**config.mk**
```make
export PLATFORM = sky130hd
export DESIGN_NAME = mac_dot_product
export DESIGN_NICKNAME = d
export VERILOG_FILES = /design/src/rtl/mac_dot_product.sv
export SDC_FILE = /design/constraint.sdc
export NUM_CORES = 1
export LEC_CHECK = 0
export CELL_PAD_IN_SITES_DETAIL_PLACEMENT = 0
export CELL_PAD_IN_SITES_GLOBAL_PLACEMENT = 1
export CORE_MARGIN = 1
export CORE_UTILIZATION = 50
export CTS_CLUSTER_SIZE = 25
export DETAILED_ROUTE_END_ITERATION = 7
export PLACE_DENSITY = 0.95
export SLEW_MARGIN = 20
export SYNTH_ARGS = -nofsm -noshare
export SYNTH_HDL_FRONTEND = slang
export SYNTH_SLANG_ARGS = --single-unit
```
**constraint.sdc**
```tcl
create_clock -name clk -period 4.2 [get_ports clk]
set_clock_uncertainty 0.2 [all_clocks]
set_input_delay 1.05 -clock clk [delete_from_list [all_inputs] [get_ports clk]]
set_output_delay 1.05 -clock clk [all_outputs]
set_load 0.005 [all_outputs]
```
**src/rtl/mac_dot_product.sv**
```systemverilog
// Dot-product MAC stage: LEN operand pairs in, one ACC_W-bit sum out.
// Define MAC_SATURATE_EN for a saturating accumulator with sticky ovf.
module mac_dot_product #(
  parameter int DATA_W = 8,
  parameter int LEN    = 3,
  parameter int ACC_W  = 18
) (
  input  logic              clk,
  input  logic              rst,
  input  logic              start,
  input  logic [DATA_W-1:0] op_a,
  input  logic [DATA_W-1:0] op_b,
  input  logic              op_valid,
  output logic              op_ready,
  output logic [ACC_W-1:0]  result,
  output logic              result_valid,
  input  logic              result_ready,
  output logic              busy,
  output logic              ovf
);

  typedef enum logic [1:0] {
    IDLE,
    ACCUM,
    DRAIN,
    DONE
  } state_e;

  localparam logic [7:0] LAST = 8'(LEN - 1);

  state_e                state_q;
  logic [ACC_W-1:0]      acc_q;
  logic [ACC_W-1:0]      acc_d;
  logic [ACC_W-1:0]      result_q;
  logic [7:0]            cnt_q;
  logic [2*DATA_W-1:0]   prod_q;
  logic                  prod_v_q;
  logic                  op_ready_q;
  logic                  result_valid_q;
  logic                  busy_q;
  logic                  xfer;

  assign xfer = op_valid && op_ready_q;

`ifdef MAC_SATURATE_EN
  logic             ovf_q;
  logic [ACC_W:0]   sum;
  logic             sat;

  assign sum   = {1'b0, acc_q} + (ACC_W+1)'(prod_q);
  assign sat   = sum[ACC_W];
  assign acc_d = sat ? '1 : sum[ACC_W-1:0];
  assign ovf   = ovf_q;
`else
  assign acc_d = acc_q + ACC_W'(prod_q);
  assign ovf   = 1'b0;
`endif

  always_ff @(posedge clk or negedge rst) begin
    if (!rst) begin
      state_q        <= IDLE;
      acc_q          <= '0;
      result_q       <= '0;
      cnt_q          <= '0;
      prod_q         <= '0;
      prod_v_q       <= 1'b0;
      op_ready_q     <= 1'b0;
      result_valid_q <= 1'b0;
      busy_q         <= 1'b0;
`ifdef MAC_SATURATE_EN
      ovf_q          <= 1'b0;
`endif
    end else begin
      prod_v_q <= 1'b0;
      if (prod_v_q) begin
        acc_q <= acc_d;
`ifdef MAC_SATURATE_EN
        if (sat) ovf_q <= 1'b1;
`endif
      end
      unique case (state_q)
        IDLE: begin
          if (start) begin
            state_q    <= ACCUM;
            acc_q      <= '0;
            cnt_q      <= '0;
            op_ready_q <= 1'b1;
            busy_q     <= 1'b1;
`ifdef MAC_SATURATE_EN
            ovf_q      <= 1'b0;
`endif
          end
        end
        ACCUM: begin
          if (xfer) begin
            prod_q   <= op_a * op_b;
            prod_v_q <= 1'b1;
            cnt_q    <= cnt_q + 8'd1;
            if (cnt_q == LAST) begin
              state_q    <= DRAIN;
              op_ready_q <= 1'b0;
            end
          end
        end
        DRAIN: begin
          state_q <= DONE;
        end
        DONE: begin
          // First DONE cycle captures the settled sum; then hold for the consumer.
          if (!result_valid_q) begin
            result_q       <= acc_q;
            result_valid_q <= 1'b1;
          end else if (result_ready) begin
            result_valid_q <= 1'b0;
            busy_q         <= 1'b0;
            state_q        <= IDLE;
          end
        end
        default: state_q <= IDLE;
      endcase
    end
  end

  assign op_ready     = op_ready_q;
  assign result       = result_q;
  assign result_valid = result_valid_q;
  assign busy         = busy_q;

endmodule

```
Word-level counts from Yosys, hierarchy flattened
Cells that the tools add are included.
{"block": "word_totals", "ff_bits": 66, "inputBits": 21, "wordCells": 55}
{"block": "op_classes", "multipliers": 1, "n_bitwise": 1, "muxes": 23, "eq_ne": 9, "n_reduce_logical": 10, "add_sub_neg": 2}
{"op": "18-bit two-way mux", "n": 3}
{"op": "18-bit by 16-bit adder with 18-bit output", "n": 1}
{"op": "8-bit by 8-bit multiplier with 16-bit output", "n": 1}
{"op": "8-bit two-way mux", "n": 2}
{"op": "8-bit case mux with 2 select lines", "n": 1}
{"op": "2-bit two-way mux", "n": 5}
{"op": "2-bit inequality test (second input constant)", "n": 5}
{"op": "1-bit two-way mux", "n": 9}
{"op": "8-bit by 1-bit adder with 8-bit output (second input constant)", "n": 1}
{"op": "8-bit by 2-bit == test with 1-bit output (second input constant)", "n": 1}
{"op": "2-bit case mux with 4 select lines", "n": 1}
{"op": "4-bit AND reduction", "n": 2}
{"op": "5-bit AND reduction", "n": 1}
{"op": "2-bit == test (second input constant)", "n": 2}
{"op": "1-bit case mux with 2 select lines", "n": 2}
{"op": "2-bit AND reduction", "n": 2}
{"op": "2-bit nonzero test", "n": 2}
{"op": "3-bit AND reduction", "n": 1}
{"op": "2-bit by 1-bit == test with 1-bit output (second input constant)", "n": 1}
{"op": "2-bit zero test", "n": 1}
{"op": "1-bit logical AND", "n": 1}
{"op": "1-bit NOT", "n": 1}

Depth between registers and ports, before layout
{"block": "logic_depth", "depth_word": 4, "ltp_mapped": 16, "mapped_depth_nobuf": 16}

Least setup slack after synthesis
Ideal clock, no wire load.
{"block": "synth_timing", "path_kind": "input-to-reg", "start": "input port op_b[7]", "end": "register prod_q[13]", "stages": 13, "path_slack_ns": -0.642, "path_buffers": 0, "required_ns": 3.866, "arrival_ns": 4.508, "cell_sequence": "and2_1 fa_1 fa_1 fa_1 inv_1 fa_1 inv_1 ha_1 a21o_1 a21o_1 nand2b_1 a211oi_1 o31ai_1"}
{"block": "synth_via", "elab_chain_cells": 1}
{"element": "start: declaration", "line": "12", "rtl": "input logic [DATA_W-1:0] op_b,"}
{"element": "8-bit by 8-bit multiplier with 16-bit output", "line": "96", "rtl": "prod_q <= op_a * op_b;"}
{"element": "end signal: assignment", "line": "96"}
{"element": "end: declaration", "line": "36", "rtl": "logic [2*DATA_W-1:0] prod_q;"}
Every way passes these cells.
A chain may end at the register's enable or synchronous reset.

Worst setup path in the final report
{"block": "layout_timing", "start": "input port op_b[5]", "end": "register prod_q[15]"}
Same word-level chain as after synthesis.

==> results <==
power groups by stage:
stage               logic, W  clock network, W  registers [W]
global placement     0.00104                 0       0.000647
finish               0.00127          0.000494       0.000636
floorplan           0.000706                 0       0.000648
CTS                  0.00116          0.000505       0.000636
global route         0.00140          0.000527       0.000635
detailed placement   0.00106                 0       0.000647
repair_timing:
item | CTS | global route
buffers inserted | 5 | 2
cloned | 0 | 0
pin swaps | 26 | 35
endpoints found under the setup margin | 11 | 9
resized for setup | 98 | 36
logic make-up after synthesis:
logic type      after synthesis  synth area share (%)
buf+inv                      72                 5.000
xor+xnor                     22                 3.437
compound gates              118                 13.73
other cells                   1               0.06690
flops                        66                 29.46
mux                          25                 4.889
fa+ha+maj                    95                 26.16
simple gates                186                 17.26
cells in the final DEF, fill, tap and decap left out, types with 6 or more instances in the layout:
cell type,Yosys,layout
a211oi_1,9,6
a21o_1,9,9
a21oi_1,30,25
and2_1,54,43
and2_4,1,12
buf_4,1,55
buf_6,0,12
clkbuf_8,0,9
clkdlybuf4s50_1,0,24
dfrtp_1,66,66
fa_1,37,32
ha_1,58,49
ha_4,0,9
inv_1,61,56
mux2_2,19,19
mux2i_1,6,6
nand2_1,60,57
nand3_1,12,12
nor2_1,25,24
o21a_1,7,7
o21ai_0,35,26
xnor2_1,11,10
xor2_1,11,11
sequential cells by signal, indices dropped and copies added (netlist names):
| name | cells |
|---|---|
| acc_q | 18 |
| busy | 1 |
| cnt_q | 8 |
| op_ready | 1 |
| prod_q | 16 |
| prod_v_q | 1 |
| result | 18 |
| result_valid | 1 |
| state_q | 2 |
final cells by class:
cell class | instances | area [um2]
flip-flops and latches | 66 | 1652
inverters | 62 | 232.7
well taps | 140 | 175.2
repair buffers | 101 | 913.4
clock buffers | 13 | 138.9
multi-input cells | 447 | 3961
fillers | 881 | 3775
clock inverters | 3 | 40.04
worst max-delay path, delay by kind of cell:
kind | cells | cell delay [ns]
and+or+nand+nor | 1 | 0.04
adders and majority gates | 5 | 2.14
AOI/OAI and AO/OA | 5 | 0.80
buffers and inverters | 6 | 0.54
final timing paths:
kind | slack, ns | endpoint | cells after the start
max | -0.33 | prod_q[15] | 17
min | 0.29 | prod_q[0] | 2
max reg2reg | 1.54 | acc_q[14] | 8
min reg2reg | 0.29 | prod_q[0] | 2
max in group asynchronous | 2.68 | result[15] | 2
min in group asynchronous | 0.46 | result[4] | 1
metrics by stage:
step	instances	hold WS, ns	total power [W]	worst slack (ns)
after global placement	808	0.2683	0.001684	-1.210
after floorplan	585	0.2428	0.001354	-0.4539
final	832	0.2867	0.002398	-0.3262
after global routing	832	0.3189	0.002562	-0.4690
after CTS	829	0.2884	0.002296	-0.3953
after detailed placement	808	0.2743	0.001712	-1.268
per-layer routing:
layer / GRT usage [%] / vias to the layer above / part of all wire, %
li1: - / 2203 / -
met1: 26.38 / 2182 / 45
met2: 40.57 / 69 / 52
met3: 2.058 / 16 / 2.1
met4: 9.295 / 0 / 1.7
met5: 0 / - / 0
==> impl_metrics.json <==
{
  "std_cell_rows": 38,
  "hold_viol_final": 0,
  "crit_path_frequent_cell": "fa_1",
  "p_sw_share_pct": 34.41,
  "fp.dieArea_um2": 11640,
  "final_area_um2": 7113,
  "postRouteAntennaNets": 0,
  "r2r-start": "acc_q[0]",
  "tritoncts": "yes",
  "die_h_um": 107.9,
  "synth-edff-count": 0,
  "initial_core_util_pct": 51.48,
  "synth_nets": 701,
  "ys_ff_latch": 66,
  "wl_um": 11790,
  "wl_per_cell_um": 14.17,
  "viasPerCell": 5.373,
  "status": "finished with violations",
  "startpoint": "op_b[5]",
  "path_cells": "buf_12 -> buf_8 -> nand2_8 -> fa_1 -> fa_1 -> inv_1 -> fa_1 -> inv_1 -> fa_1 -> inv_2 -> ha_4 -> o21a_1 -> o31a_1 -> o2111ai_4 -> a21oi_2 -> buf_4 -> a311oi_1",
  "syn_inst": 585,
  "cpPeakStageDelay_ns": 0.51,
  "fin_ws_ns": -0.3262,
  "synth_area_um2": 5605,
  "p_int_w": 0.001573,
  "final-setup-viol-count": 9,
  "p_clk_share_pct": 20.6,
  "area.growth.synth_to_final_pct": 26.90,
  "drt_iter0_drc": 194,
  "fin_util_pct": 65.33,
  "peakVddDrop_uv": 273.4,
  "critPathRequiredTime_ns": 4.22,
  "cts.clk_slew.worst_paths_ns": 0.06,
  "power_density_nw_per_um2": 337.1,
  "finalCriticalPeriod_ns": 4.526,
  "worstSetupStartpointType": "input pin",
  "numCtsBuffers": 9,
  "overflow": 0,
  "first_global_vias": 4619,
  "comb_power_share_pct": 52.9,
  "hold_path_class": "flop to flop",
  "place_congestion": 0.8522,
  "p_leak_nw": 3.407,
  "post_dp_cell_area_um2": 6665,
  "rsz0062_at_grt": "true",
  "clock_sink_count": 66,
  "grt_max_degree": 47,
  "synth_top_area_cell": "dfrtp_1",
  "grt_usage_pct": 22.17,
  "cp.arrival_ns": 4.55,
  "clock_latency_ns": 0.35,
  "crit_path_end_kind": "flop",
  "period_share_pct": 107.8,
  "root_buffer": "clkbuf_8",
  "h-tree-depth": 3,
  "ys.warnings.count": 0,
  "firstDrtPassIters": 4,
  "die_x_um": 107.9,
  "crit_fanout": 5,
  "relSlewSlack_pct": 42.41,
  "drv_slew": 0,
  "max_freq_ghz": 0.2209,
  "fin_setup_tns_ns": -2.291,
  "tightest_slew_ns": 0.8638,
  "drcViolationCount": 0,
  "final_nets": 803,
  "portBuffers": 41,
  "seq_area_frac_synth_pct": 29.46,
  "grt_pass1_wl_um": 20390,
  "synth_area_leaders": "dfrtp_1 29%, fa_1 13%, ha_1 13%",
  "antenna_found_initial": 0,
  "clockBufferDepth": 2,
  "failed_checks": "negative setup slack",
  "yosysTopAreaCellShare_pct": 29.46,
  "synth_most_common_cell": "dfrtp_1",
  "min-delay-start": "prod_q[0]",
  "synth.distinct_cells": 62,
  "coreArea_um2": 10890,
  "drive_gt1_share_pct": 24.13,
  "synth_common_cells": "66 x dfrtp_1, 61 x inv_1, 60 x nand2_1, 58 x ha_1, 54 x and2_1",
  "seqPwrFrac_pct": 26.5,
  "setup.worst_path.class": "input pin to flop",
  "diodes": 0,
  "syn_avg_cell_area_um2": 9.582,
  "synthArstFlopShare_pct": 100.0,
  "num_io_pins": 43,
  "max_cap_viol_count": 0,
  "cp_slowest_cell": "fa_1",
  "ys_dominant_reg_cell": "dfrtp_1",
  "ctsHoldBuffers": 0,
  "dp_hpwl_um": 9429,
  "vias": 4470,
  "power_switching_w": 0.0008252
}
No activity file was read; power rests on OpenSTA's default activity.
